**src/rtl/ps2_pkg.sv**
```systemverilog
// rtl/ps2_pkg.sv - shared PS/2 byte constants, decoder state encoding and event layout
package ps2_pkg;

    localparam logic [7:0] CODE_EXT    = 8'hE0;
    localparam logic [7:0] CODE_BRK    = 8'hF0;
    localparam logic [7:0] CODE_ERR0   = 8'h00;
    localparam logic [7:0] CODE_BAT    = 8'hAA;
    localparam logic [7:0] CODE_PAUSE  = 8'hE1;
    localparam logic [7:0] CODE_ACK    = 8'hFA;
    localparam logic [7:0] CODE_RESEND = 8'hFE;
    localparam logic [7:0] CODE_ERR1   = 8'hFF;
    localparam logic [7:0] CODE_LSHIFT = 8'h12;
    localparam logic [7:0] CODE_RSHIFT = 8'h59;

    typedef enum logic [1:0] {
        ST_IDLE    = 2'd0,
        ST_EXT     = 2'd1,
        ST_BRK     = 2'd2,
        ST_EXT_BRK = 2'd3
    } ps2_state_e;

    // Bit 9 released, bit 8 extended, bits 7:0 scan code.
    typedef struct packed {
        logic       released;
        logic       extended;
        logic [7:0] code;
    } ps2_event_t;

    localparam int EV_W = 10;

    // Controller/status bytes that never form a key event and abort any prefix.
    function automatic logic is_ignored(input logic [7:0] b);
        return (b == CODE_ERR0) || (b == CODE_BAT) || (b == CODE_PAUSE) ||
               (b == CODE_ACK) || (b == CODE_RESEND) || (b == CODE_ERR1);
    endfunction

endpackage

```
**src/rtl/ps2_scan_decoder_if.sv**
```systemverilog
// rtl/ps2_scan_decoder_if.sv - keyboard byte handshake and decoded event stream bundle
interface ps2_scan_decoder_if;
    import ps2_pkg::*;

    logic       scan_ready;
    logic [7:0] scan_code;
    logic       read;
    logic       ev_valid;
    logic       ev_ready;
    ps2_event_t ev_data;
    logic       ovf;
    logic       ovf_clr;

    modport master (
        input  scan_ready, scan_code, ev_ready, ovf_clr,
        output read, ev_valid, ev_data, ovf
    );

    modport slave (
        output scan_ready, scan_code, ev_ready, ovf_clr,
        input  read, ev_valid, ev_data, ovf
    );

endinterface

```
**src/rtl/ps2_event_fifo.sv**
```systemverilog
// rtl/ps2_event_fifo.sv - power-of-two event FIFO with simultaneous push/pop when full
module ps2_event_fifo
    import ps2_pkg::*;
#(
    parameter int FIFO_DEPTH = 4,
    localparam int AW = $clog2(FIFO_DEPTH),
    localparam int CW = AW + 1
) (
    input  logic          clk,
    input  logic          rst_n,
    input  logic          push,
    input  ps2_event_t    wdata,
    input  logic          pop,
    output ps2_event_t    rdata,
    output logic          full,
    output logic          empty,
    output logic [CW-1:0] count
);

    ps2_event_t    mem [FIFO_DEPTH];
    logic [AW-1:0] wr_ptr;
    logic [AW-1:0] rd_ptr;
    logic          do_push;
    logic          do_pop;

    assign full  = (count == CW'(FIFO_DEPTH));
    assign empty = (count == '0);

    // A pop in the same cycle frees the slot, so a full FIFO still accepts.
    assign do_pop  = pop & ~empty;
    assign do_push = push & (~full | do_pop);

    always_ff @(posedge clk or negedge rst_n) begin
        if (!rst_n) begin
            wr_ptr <= '0;
            rd_ptr <= '0;
            count  <= '0;
        end else begin
            if (do_push) wr_ptr <= wr_ptr + AW'(1);
            if (do_pop)  rd_ptr <= rd_ptr + AW'(1);
            if (do_push && !do_pop)      count <= count + CW'(1);
            else if (do_pop && !do_push) count <= count - CW'(1);
        end
    end

    always_ff @(posedge clk) begin
        if (do_push) mem[wr_ptr] <= wdata;
    end

    assign rdata = empty ? '0 : mem[rd_ptr];

endmodule

```
**src/rtl/ps2_scan_decoder.sv**
```systemverilog
// rtl/ps2_scan_decoder.sv - PS/2 set-2 prefix decoder feeding an event FIFO; PS2_DEC_SHIFT_EN adds shift_held
module ps2_scan_decoder
    import ps2_pkg::*;
#(
    parameter int FIFO_DEPTH = 4
) (
    input  logic                 CLOCK_50,
    input  logic                 RST,
    ps2_scan_decoder_if.master   bus
`ifdef PS2_DEC_SHIFT_EN
    ,
    output logic                 shift_held
`endif
);

    localparam logic [1:0] S_IDLE    = ST_IDLE;
    localparam logic [1:0] S_EXT     = ST_EXT;
    localparam logic [1:0] S_BRK     = ST_BRK;
    localparam logic [1:0] S_EXT_BRK = ST_EXT_BRK;
    localparam int         CW        = $clog2(FIFO_DEPTH) + 1;

    logic          ready_q;
    logic          byte_vld;
    logic [7:0]    byte_q;
    logic [1:0]    state_q;
    logic [1:0]    state_d;
    logic          push;
    ps2_event_t    ev;
    logic          fifo_pop;
    logic          fifo_full;
    logic          fifo_empty;
    logic [CW-1:0] fifo_count;
    logic          ovf_q;

    // Edge history resets high so a level already present at release is not taken.
    always_ff @(posedge CLOCK_50 or negedge RST) begin
        if (!RST) begin
            ready_q  <= 1'b1;
            byte_vld <= 1'b0;
            byte_q   <= '0;
        end else begin
            ready_q  <= bus.scan_ready;
            byte_vld <= bus.scan_ready & ~ready_q;
            if (bus.scan_ready && !ready_q) byte_q <= bus.scan_code;
        end
    end

    assign bus.read = byte_vld;

    always_comb begin
        state_d = state_q;
        push    = 1'b0;
        ev      = '0;
        if (byte_vld) begin
            if (is_ignored(byte_q)) begin
                state_d = S_IDLE;
            end else if (byte_q == CODE_EXT) begin
                state_d = S_EXT;
            end else if (byte_q == CODE_BRK) begin
                state_d = (state_q == S_EXT || state_q == S_EXT_BRK) ? S_EXT_BRK : S_BRK;
            end else begin
                push        = 1'b1;
                ev.released = (state_q == S_BRK) || (state_q == S_EXT_BRK);
                ev.extended = (state_q == S_EXT) || (state_q == S_EXT_BRK);
                ev.code     = byte_q;
                state_d     = S_IDLE;
            end
        end
    end

    always_ff @(posedge CLOCK_50 or negedge RST) begin
        if (!RST) state_q <= S_IDLE;
        else      state_q <= state_d;
    end

    assign fifo_pop = bus.ev_ready & ~fifo_empty;

    ps2_event_fifo #(
        .FIFO_DEPTH (FIFO_DEPTH)
    ) u_fifo (
        .clk   (CLOCK_50),
        .rst_n (RST),
        .push  (push),
        .wdata (ev),
        .pop   (fifo_pop),
        .rdata (bus.ev_data),
        .full  (fifo_full),
        .empty (fifo_empty),
        .count (fifo_count)
    );

    assign bus.ev_valid = (fifo_count != '0);

    // A new drop outranks a clear arriving in the same cycle.
    always_ff @(posedge CLOCK_50 or negedge RST) begin
        if (!RST) begin
            ovf_q <= 1'b0;
        end else if (push && fifo_full && !fifo_pop) begin
            ovf_q <= 1'b1;
        end else if (bus.ovf_clr) begin
            ovf_q <= 1'b0;
        end
    end

    assign bus.ovf = ovf_q;

`ifdef PS2_DEC_SHIFT_EN
    logic lsh_q;
    logic rsh_q;

    // Tracks key state from the decoded event, even when the FIFO drops it.
    always_ff @(posedge CLOCK_50 or negedge RST) begin
        if (!RST) begin
            lsh_q <= 1'b0;
            rsh_q <= 1'b0;
        end else if (push && !ev.extended) begin
            if (ev.code == CODE_LSHIFT) lsh_q <= ~ev.released;
            if (ev.code == CODE_RSHIFT) rsh_q <= ~ev.released;
        end
    end

    assign shift_held = lsh_q | rsh_q;
`endif

endmodule

```
**src/flat_wrapper.sv**
```systemverilog
// flat-port wrapper written by rule: the top's interface ports become plain ports
module ps2_scan_decoder_flat import ps2_pkg::*;
#(
    parameter int FIFO_DEPTH = 4
)
  (CLOCK_50, RST, bus_scan_ready, bus_scan_code, bus_ev_ready, bus_ovf_clr, bus_read, bus_ev_valid, bus_ev_data, bus_ovf);
  ps2_scan_decoder_if bus_i ();
  input  logic CLOCK_50;
  input  logic RST;
  input wire logic [$bits(bus_i.scan_ready)-1:0] bus_scan_ready;
  input wire logic [$bits(bus_i.scan_code)-1:0] bus_scan_code;
  input wire logic [$bits(bus_i.ev_ready)-1:0] bus_ev_ready;
  input wire logic [$bits(bus_i.ovf_clr)-1:0] bus_ovf_clr;
  output wire logic [$bits(bus_i.read)-1:0] bus_read;
  output wire logic [$bits(bus_i.ev_valid)-1:0] bus_ev_valid;
  output wire logic [$bits(bus_i.ev_data)-1:0] bus_ev_data;
  output wire logic [$bits(bus_i.ovf)-1:0] bus_ovf;
  assign bus_i.scan_ready = bus_scan_ready;
  assign bus_i.scan_code = bus_scan_code;
  assign bus_i.ev_ready = bus_ev_ready;
  assign bus_i.ovf_clr = bus_ovf_clr;
  assign bus_read = bus_i.read;
  assign bus_ev_valid = bus_i.ev_valid;
  assign bus_ev_data = bus_i.ev_data;
  assign bus_ovf = bus_i.ovf;
  ps2_scan_decoder #(.FIFO_DEPTH(FIFO_DEPTH)) u_core (.CLOCK_50(CLOCK_50), .RST(RST), .bus(bus_i));
endmodule
```
**config.mk**
```make
export PLATFORM = sky130hd
export DESIGN_NAME = ps2_scan_decoder_flat
export DESIGN_NICKNAME = d
export VERILOG_FILES = /design/src/rtl/ps2_pkg.sv /design/src/rtl/ps2_scan_decoder_if.sv /design/src/rtl/ps2_event_fifo.sv /design/src/rtl/ps2_scan_decoder.sv /design/src/flat_wrapper.sv
export SDC_FILE = /design/constraint.sdc
export NUM_CORES = 1
export LEC_CHECK = 0
export CORE_ASPECT_RATIO = 0.7
export CORE_UTILIZATION = 25
export DETAILED_ROUTE_END_ITERATION = 8
export GPL_ROUTABILITY_DRIVEN = 0
export GPL_TIMING_DRIVEN = 0
export PLACE_DENSITY = 0.43
export SYNTH_ARGS = -nofsm -noshare
export SYNTH_HDL_FRONTEND = slang
export SYNTH_SLANG_ARGS = --single-unit
```
**constraint.sdc**
```tcl
create_clock -name CLOCK_50 -period 3.3 [get_ports CLOCK_50]
set_input_delay 0.33 -clock CLOCK_50 [delete_from_list [all_inputs] [get_ports CLOCK_50]]
set_output_delay 0.33 -clock CLOCK_50 [all_outputs]
set_load 0.005 [all_outputs]
```
==> flow_metrics.tcl, run 1 <==
set metrics [dict create \
    pre_cts_slack_ps 504 \
    grt_usage 0.101 \
    layout-drive-gt1-share 0.208 \
    max_slew_margin 0.366 \
    hold_viol 0 \
    synth_area_um2 2550 \
    postCtsSetupRepairBufs 0 \
    min_from "bus_scan_ready" \
    drc 0 \
    pwr_density_cell_nw_per_um2 809 \
    worstPathArrival_ps 2980 \
    startpoint "u_core.byte_q[4]$_DFFE_PN0P_" \
    portBuffers 25 \
    finish.net_count 211 \
    viasPerCell 4.13 \
    slowest_stage "dfrtp_1" \
    n_antenna_cell 0 \
    core_area_um2 9800 \
    routed_wl_um 4550 \
    routedWlPerCell_um 14.0 \
    finalCritPeriodShare 0.836 \
    required_ps 3520 \
    postCtsHoldBufs 0 \
    worstSetupPathType "register to register" \
    root_buffer "clkbuf_16" \
    rsz0062_at_grt "false" \
    setup_viol 0 \
    path_max_fanout 8 \
    r2r_start "u_core.byte_q[4]$_DFFE_PN0P_" \
    syn2layout_area_growth_pct 27.9 \
    die_h_um 86.5 \
    synth_cell_types 32 \
    cts_made_buffers 9 \
    maxCapViolCount 0 \
    syn_nets 175 \
    p_leak_nw 1.16 \
    overflow 0 \
    grt_first_pass_wirelength_um 7530 \
    grt_max_degree 21 \
    start_util 0.260 \
    syn-instance-count 156 \
    die_area_um2 10600 \
    status "completed" \
    grt_pass1_vias 1431 \
    clk_pin_slew_ps 50 \
    skew_ps 6.98 \
    fin_ws_ps 540 \
    vdd_ir_drop_max_uv 317 \
    die_w_um 123 \
    max_stage_delay_ps 440 \
    clockBufferDepth 2 \
    vias 1342 \
    postRouteAntennaNets 0 \
    hold_path.class "input pin to register" \
    htreeDepth 3 \
    startpoint_type "register" \
    fin_setup_tns_ps 0 \
    first_pass_iters 4 \
    max_freq_mhz 362 \
    reg2reg_setup_slack_ps 540 \
    yosysWarnings 0 \
    period_needed_ps 2760 \
    antenna_found_initial 0 \
    rows 30 \
    syn_avg_cell_area_um2 16.3 \
    hpwl_um 3140 \
    synth_seq_cells 60 \
    drt_iter0_drc 52 \
    worst_pin_slew_ps 949 \
    synth-seq-area-share 0.668 \
    clkLatencyLatePin_ps 330 \
    io_pins 26 \
    cts_sinks 60 \
    maxSlewViolCount 0 \
    cts-resized-gates 0 \
    cts_tree "done" \
    end_kind "register" \
    cp_cell_sequence "or3_1, a221oi_1, nor4b_2, nor2b_1, buf_2, ha_1, inv_1, fa_1, mux2_2" \
]
==> per-stage QoR <==
| stage | cell area, um^2 | instances | util | hold WS, ps | power, W |
|---|---|---|---|---|---|
| 2_1_floorplan | 2550 | 156 | - | 34.4 | 0.00144 |
| 3_3_place_gp | 2960 | 309 | 0.302 | 470 | 0.00176 |
| 3_5_place_dp | 2960 | 309 | 0.302 | 465 | 0.00175 |
| 4_1_cts | 3260 | 325 | 0.333 | 418 | 0.00269 |
| 5_1_grt | 3260 | 325 | 0.333 | 418 | 0.00280 |
| 6_report | 3260 | 325 | 0.333 | 426 | 0.00264 |
==> area by class of cell <==
type	instances	area [um^2]
Sequential cell	60	1700
Timing Repair Buffer	25	250
Buffer	5	21.3
Multi-Input combinational cell	84	800
Tap cell	128	160
Fill cell	970	6540
Clock buffer	9	225
Inverter	7	26.3
Clock inverter	7	76.3
==> worst max-delay path: cells and delay by family (launching register included) <==
family | cells | cell delay, ps
flops | 1 | 440
mux | 1 | 270
compound gates | 1 | 390
simple gates | 3 | 670
buf+inv | 2 | 260
fa+ha+maj | 2 | 640
==> Yosys cell counts <==
cell type / count / area (um^2)
nor4b_2: 2 / 30.0
dfrtp_1: 19 / 475
ha_1: 5 / 62.6
nor2_1: 2 / 7.51
or4_1: 1 / 7.51
nor2b_1: 2 / 12.5
buf_1: 1 / 3.75
mux2_4: 1 / 15.0
clkbuf_1: 2 / 7.51
nand3_1: 2 / 10.0
nor4_1: 1 / 6.26
o21ai_0: 3 / 15.0
a21oi_1: 1 / 5.00
a221oi_1: 1 / 8.76
xor2_1: 2 / 17.5
nor4b_1: 1 / 8.76
o41ai_1: 1 / 8.76
o31a_1: 1 / 8.76
nand2_1: 7 / 26.3
xnor2_1: 4 / 35.0
mux2_2: 7 / 78.8
edfxtp_1: 40 / 1200
dfstp_2: 1 / 26.3
inv_1: 7 / 26.3
buf_2: 2 / 10.0
mux4_2: 10 / 225
or3_4: 1 / 11.3
nand4_1: 1 / 6.26
and2_1: 24 / 150
fa_1: 1 / 20.0
or3_1: 2 / 12.5
nor3_2: 1 / 10.0
==> kinds of logic (layout without fill, tap and decap cells) <==
family | Yosys count | count (layout) | share of synthesized area
muxes | 18 | 18 | 0.125
DFF | 60 | 60 | 0.668
and+or+nand+nor | 47 | 47 | 0.117
xor gates and xnor gates | 6 | 6 | 0.0206
adders and majority gates | 6 | 6 | 0.0324
AOI/OAI and AO/OA | 7 | 7 | 0.0182
buffers and inverters | 12 | 53 | 0.0186
==> sequential cells by signal (all words and copies together), names as in the netlist <==
register / cells
u_core.byte_q: 8
u_core.u_fifo.count: 3
u_core.state_q: 2
u_core.ready_q: 1
u_core.bus.read: 1
u_core.u_fifo.mem: 40
u_core.bus.ovf: 1
u_core.u_fifo.wr_ptr: 2
u_core.u_fifo.rd_ptr: 2
==> power by group <==
| group | internal [W] | switching (W) | total [W] |
|---|---|---|---|
| registers | 0.000928 | 0.0000767 | 0.00100 |
| logic | 0.000432 | 0.000281 | 0.000713 |
| clock network | 0.000586 | 0.000334 | 0.000920 |
| total | 0.00195 | 0.000692 | 0.00264 |
==> placed cells by master (no fill, tap or decap), types with 2 or more instances in the layout <==
cell type,Yosys,routed
inv_1,7,7
ha_1,5,5
nor2b_1,2,2
clkinvlp_4,0,2
xor2_1,2,2
clkbuf_1,2,2
and2_1,24,24
or3_1,2,2
xnor2_1,4,4
o21ai_0,3,3
clkinv_4,0,2
edfxtp_1,40,40
mux4_2,10,10
nor4b_2,2,2
clkdlybuf4s50_1,0,25
buf_2,2,2
nand2_1,7,7
nor2_1,2,2
nand3_1,2,2
clkbuf_16,0,9
dfrtp_1,19,19
mux2_2,7,7
==> path summary, 6_finish.rpt <==
check,cells after the start,end
max,9,u_core.u_fifo.count[1]$_DFFE_PN0P_
min,1,u_core.ready_q$_DFF_PN1_
max reg2reg,9,u_core.u_fifo.count[1]$_DFFE_PN0P_
min reg2reg,2,u_core.state_q[1]$_DFFE_PN0P_
max in group asynchronous,1,u_core.byte_q[7]$_DFFE_PN0P_
min in group asynchronous,1,u_core.bus.ovf$_DFFE_PN0P_
==> metal layers <==
metal | GRT usage | vias to the layer above | wire [um]
li1 | - | 654 | -
met1 | 0.134 | 647 | 2370
met2 | 0.142 | 30 | 1880
met3 | 0.0447 | 11 | 226
met4 | 0.0466 | 0 | 83
met5 | 0 | - | 0
Note: power is estimated with default switching activity, not from simulation.
==> inputs of run 2 (changes only) <==
==> constraint.sdc (replaced) <==
create_clock -name CLOCK_50 -period 2.8 [get_ports CLOCK_50]
set_input_delay 0.28 -clock CLOCK_50 [delete_from_list [all_inputs] [get_ports CLOCK_50]]
set_output_delay 0.28 -clock CLOCK_50 [all_outputs]
set_load 0.005 [all_outputs]
==> run 2 against run 1 <==
Against the previous run:
- worst setup slack got worse by 400 ps
- global-route usage about the same
- flip-flop and latch count unchanged
- critical path depth unchanged
==> flow_metrics.tcl, run 2 (synthesis gave the netlist of run 1 again) <==
set metrics [dict create \
    worst_pin_slew_ps 951 \
    r2r_end "u_core.u_fifo.count[1]$_DFFE_PN0P_" \
    fin_setup_tns_ps 0 \
    io_pins 26 \
    htreeDepth 3 \
    maxSlewViolCount 0 \
    clk_pin_slew_ps 50 \
    top_register "u_core.u_fifo.mem" \
    end_kind "register" \
    stdcell_area_um2 3340 \
    cts_tree "done" \
    final_common_cell "edfxtp_1" \
    core_area_um2 9800 \
    hold_end "u_core.ready_q$_DFF_PN1_" \
    cts_made_buffers 9 \
    viasPerCell 4.12 \
    routedWlPerCell_um 14.2 \
    path_max_fanout 6 \
    rsz0062_at_grt "false" \
    met1_usage 0.134 \
    utilization 0.341 \
    vias 1356 \
    startpoint_type "register" \
    postCtsHoldBufs 0 \
    period_needed_ps 2660 \
    final_cell_mix "edfxtp_1 (40), clkdlybuf4s50_1 (25), and2_1 (24)" \
    clockBufferDepth 2 \
    antenna_found_initial 0 \
    cp_cell_sequence "or4_4, nor3_4, nor4b_4, nor2b_1, buf_4, ha_2, inv_1, fa_1, mux2_2" \
    rows 30 \
    first_pass_iters 4 \
    required_ps 3020 \
    slowest_stage "or4_4" \
    regArea_um2 1710 \
    grt-busiest-layer "met2" \
    drc 0 \
    finalNonFillerCells 329 \
    use_met2 0.142 \
    pre_cts_slack_ps 4.33 \
    overflow 0 \
    max_slew_margin 0.364 \
    finalCritPeriodShare 0.950 \
    maxCapViolCount 0 \
    max_stage_delay_ps 540 \
    syn2layout_area_growth_pct 30.9 \
    pwr_density_cell_nw_per_um2 939 \
    worstSetupPathType "register to register" \
    status "completed" \
    routed_wl_um 4660 \
    die_w_um 123 \
    placed_area_um2 2960 \
    reg2reg_setup_slack_ps 140 \
    portBuffers 25 \
    grt_pass1_vias 1431 \
    p_leak_nw 1.20 \
    fillCellCount 967 \
    finish.net_count 215 \
    grt_usage 0.102 \
    vdd_ir_drop_max_uv 382 \
    clkLatencyLatePin_ps 330 \
    max_freq_mhz 376 \
    reg_top3 "u_core.u_fifo.mem: 40 flops, u_core.byte_q: 8 flops, u_core.u_fifo.count: 3 flops" \
    hpwl_um 3140 \
    worstPathArrival_ps 2870 \
    met3_usage 0.0447 \
    dpl.cell_count 309 \
    hold_path.class "input pin to register" \
    multi_input_area_um2 841 \
    n_antenna_cell 0 \
    postRouteAntennaNets 0 \
    hold_viol 0 \
    root_buffer "clkbuf_16" \
    holdPathStages 1 \
    cts_sinks 60 \
    grt_max_degree 21 \
    layout-drive-gt1-share 0.254 \
    grt_first_pass_wirelength_um 7560 \
    r2r_cells 9 \
    start_util 0.260 \
    fin_ws_ps 141 \
    drt_iter0_drc 50 \
    r2r_start "u_core.byte_q[5]$_DFFE_PN0P_" \
    setup_viol 0 \
    min_from "bus_scan_ready" \
    die_h_um 86.5 \
    skew_ps 6.79 \
    die_area_um2 10600 \
    largest_reg_flops 40 \
]
## run 2: worst max-delay path: cells and delay by family (launching register included)
| kind | cells | cell delay, ps |
|---|---|---|
| adders and majority gates | 2 | 600 |
| buffers and inverters | 2 | 240 |
| DFF | 1 | 440 |
| muxes | 1 | 270 |
| and+or+nand+nor | 4 | 1010 |
## run 2: report_power, final
part           internal (W)  leakage, nW  switching [W]
sequential          0.00109        0.612      0.0000934
clock              0.000691        0.142       0.000395
combinational      0.000521        0.447       0.000339
## run 2: worst max-delay path by stage
stage,start,endpoint,depth (start not counted)
4_1_cts,u_core.byte_q[6]$_DFFE_PN0P_,u_core.u_fifo.count[2]$_DFFE_PN0P_,11
3_3_place_gp,u_core.byte_q[5]$_DFFE_PN0P_,u_core.u_fifo.count[2]$_DFFE_PN0P_,11
6_report,u_core.byte_q[5]$_DFFE_PN0P_,u_core.u_fifo.count[1]$_DFFE_PN0P_,9
3_5_place_dp,u_core.byte_q[4]$_DFFE_PN0P_,u_core.u_fifo.count[1]$_DFFE_PN0P_,9
2_1_floorplan,u_core.byte_q[4]$_DFFE_PN0P_,u_core.u_fifo.count[1]$_DFFE_PN0P_,9
5_1_grt,u_core.byte_q[4]$_DFFE_PN0P_,u_core.u_fifo.count[1]$_DFFE_PN0P_,9
## run 2: per-stage QoR
stage / hold slack, ps / power [W]
2_1_floorplan: -15.6 / 0.00170
3_3_place_gp: 470 / 0.00207
3_5_place_dp: 465 / 0.00207
4_1_cts: 368 / 0.00317
5_1_grt: 368 / 0.00333
6_report: 375 / 0.00313
## run 2: metal layers
metal	wire (um)	vias up	share of wire
met2	1930	31	0.41
li1	-	662	-
met5	0	-	0
met4	62	0	0.013
met3	220	8	0.047
met1	2440	655	0.52
## run 2: cell type report
class | count | share of cell area
Sequential cell | 60 | 0.511
Multi-Input combinational cell | 84 | 0.252
Timing Repair Buffer | 29 | 0.0840
Clock buffer | 9 | 0.0675
Tap cell | 128 | 0.0480
Clock inverter | 7 | 0.0229
Inverter | 7 | 0.00787
Buffer | 5 | 0.00712
## run 2: what timing repair did
| item | CTS | global route |
|---|---|---|
| buffers inserted | 0 | 4 |
| gates cloned | 0 | 0 |
| endpoints found under the setup margin | 1 | 2 |
| resized for setup | 1 | 9 |
| pin swaps | 0 | 2 |
==> inputs of run 3 (changes only) <==
--- a/config.mk
+++ b/config.mk
@@ -7,6 +7,7 @@
 export LEC_CHECK = 0
 export CORE_ASPECT_RATIO = 0.7
 export CORE_UTILIZATION = 25
+export CTS_CLUSTER_DIAMETER = 30
 export DETAILED_ROUTE_END_ITERATION = 8
 export GPL_ROUTABILITY_DRIVEN = 0
 export GPL_TIMING_DRIVEN = 0
==> results of run 3 <==
No change in the layout: final DEF, timing and power equal those of run 2.
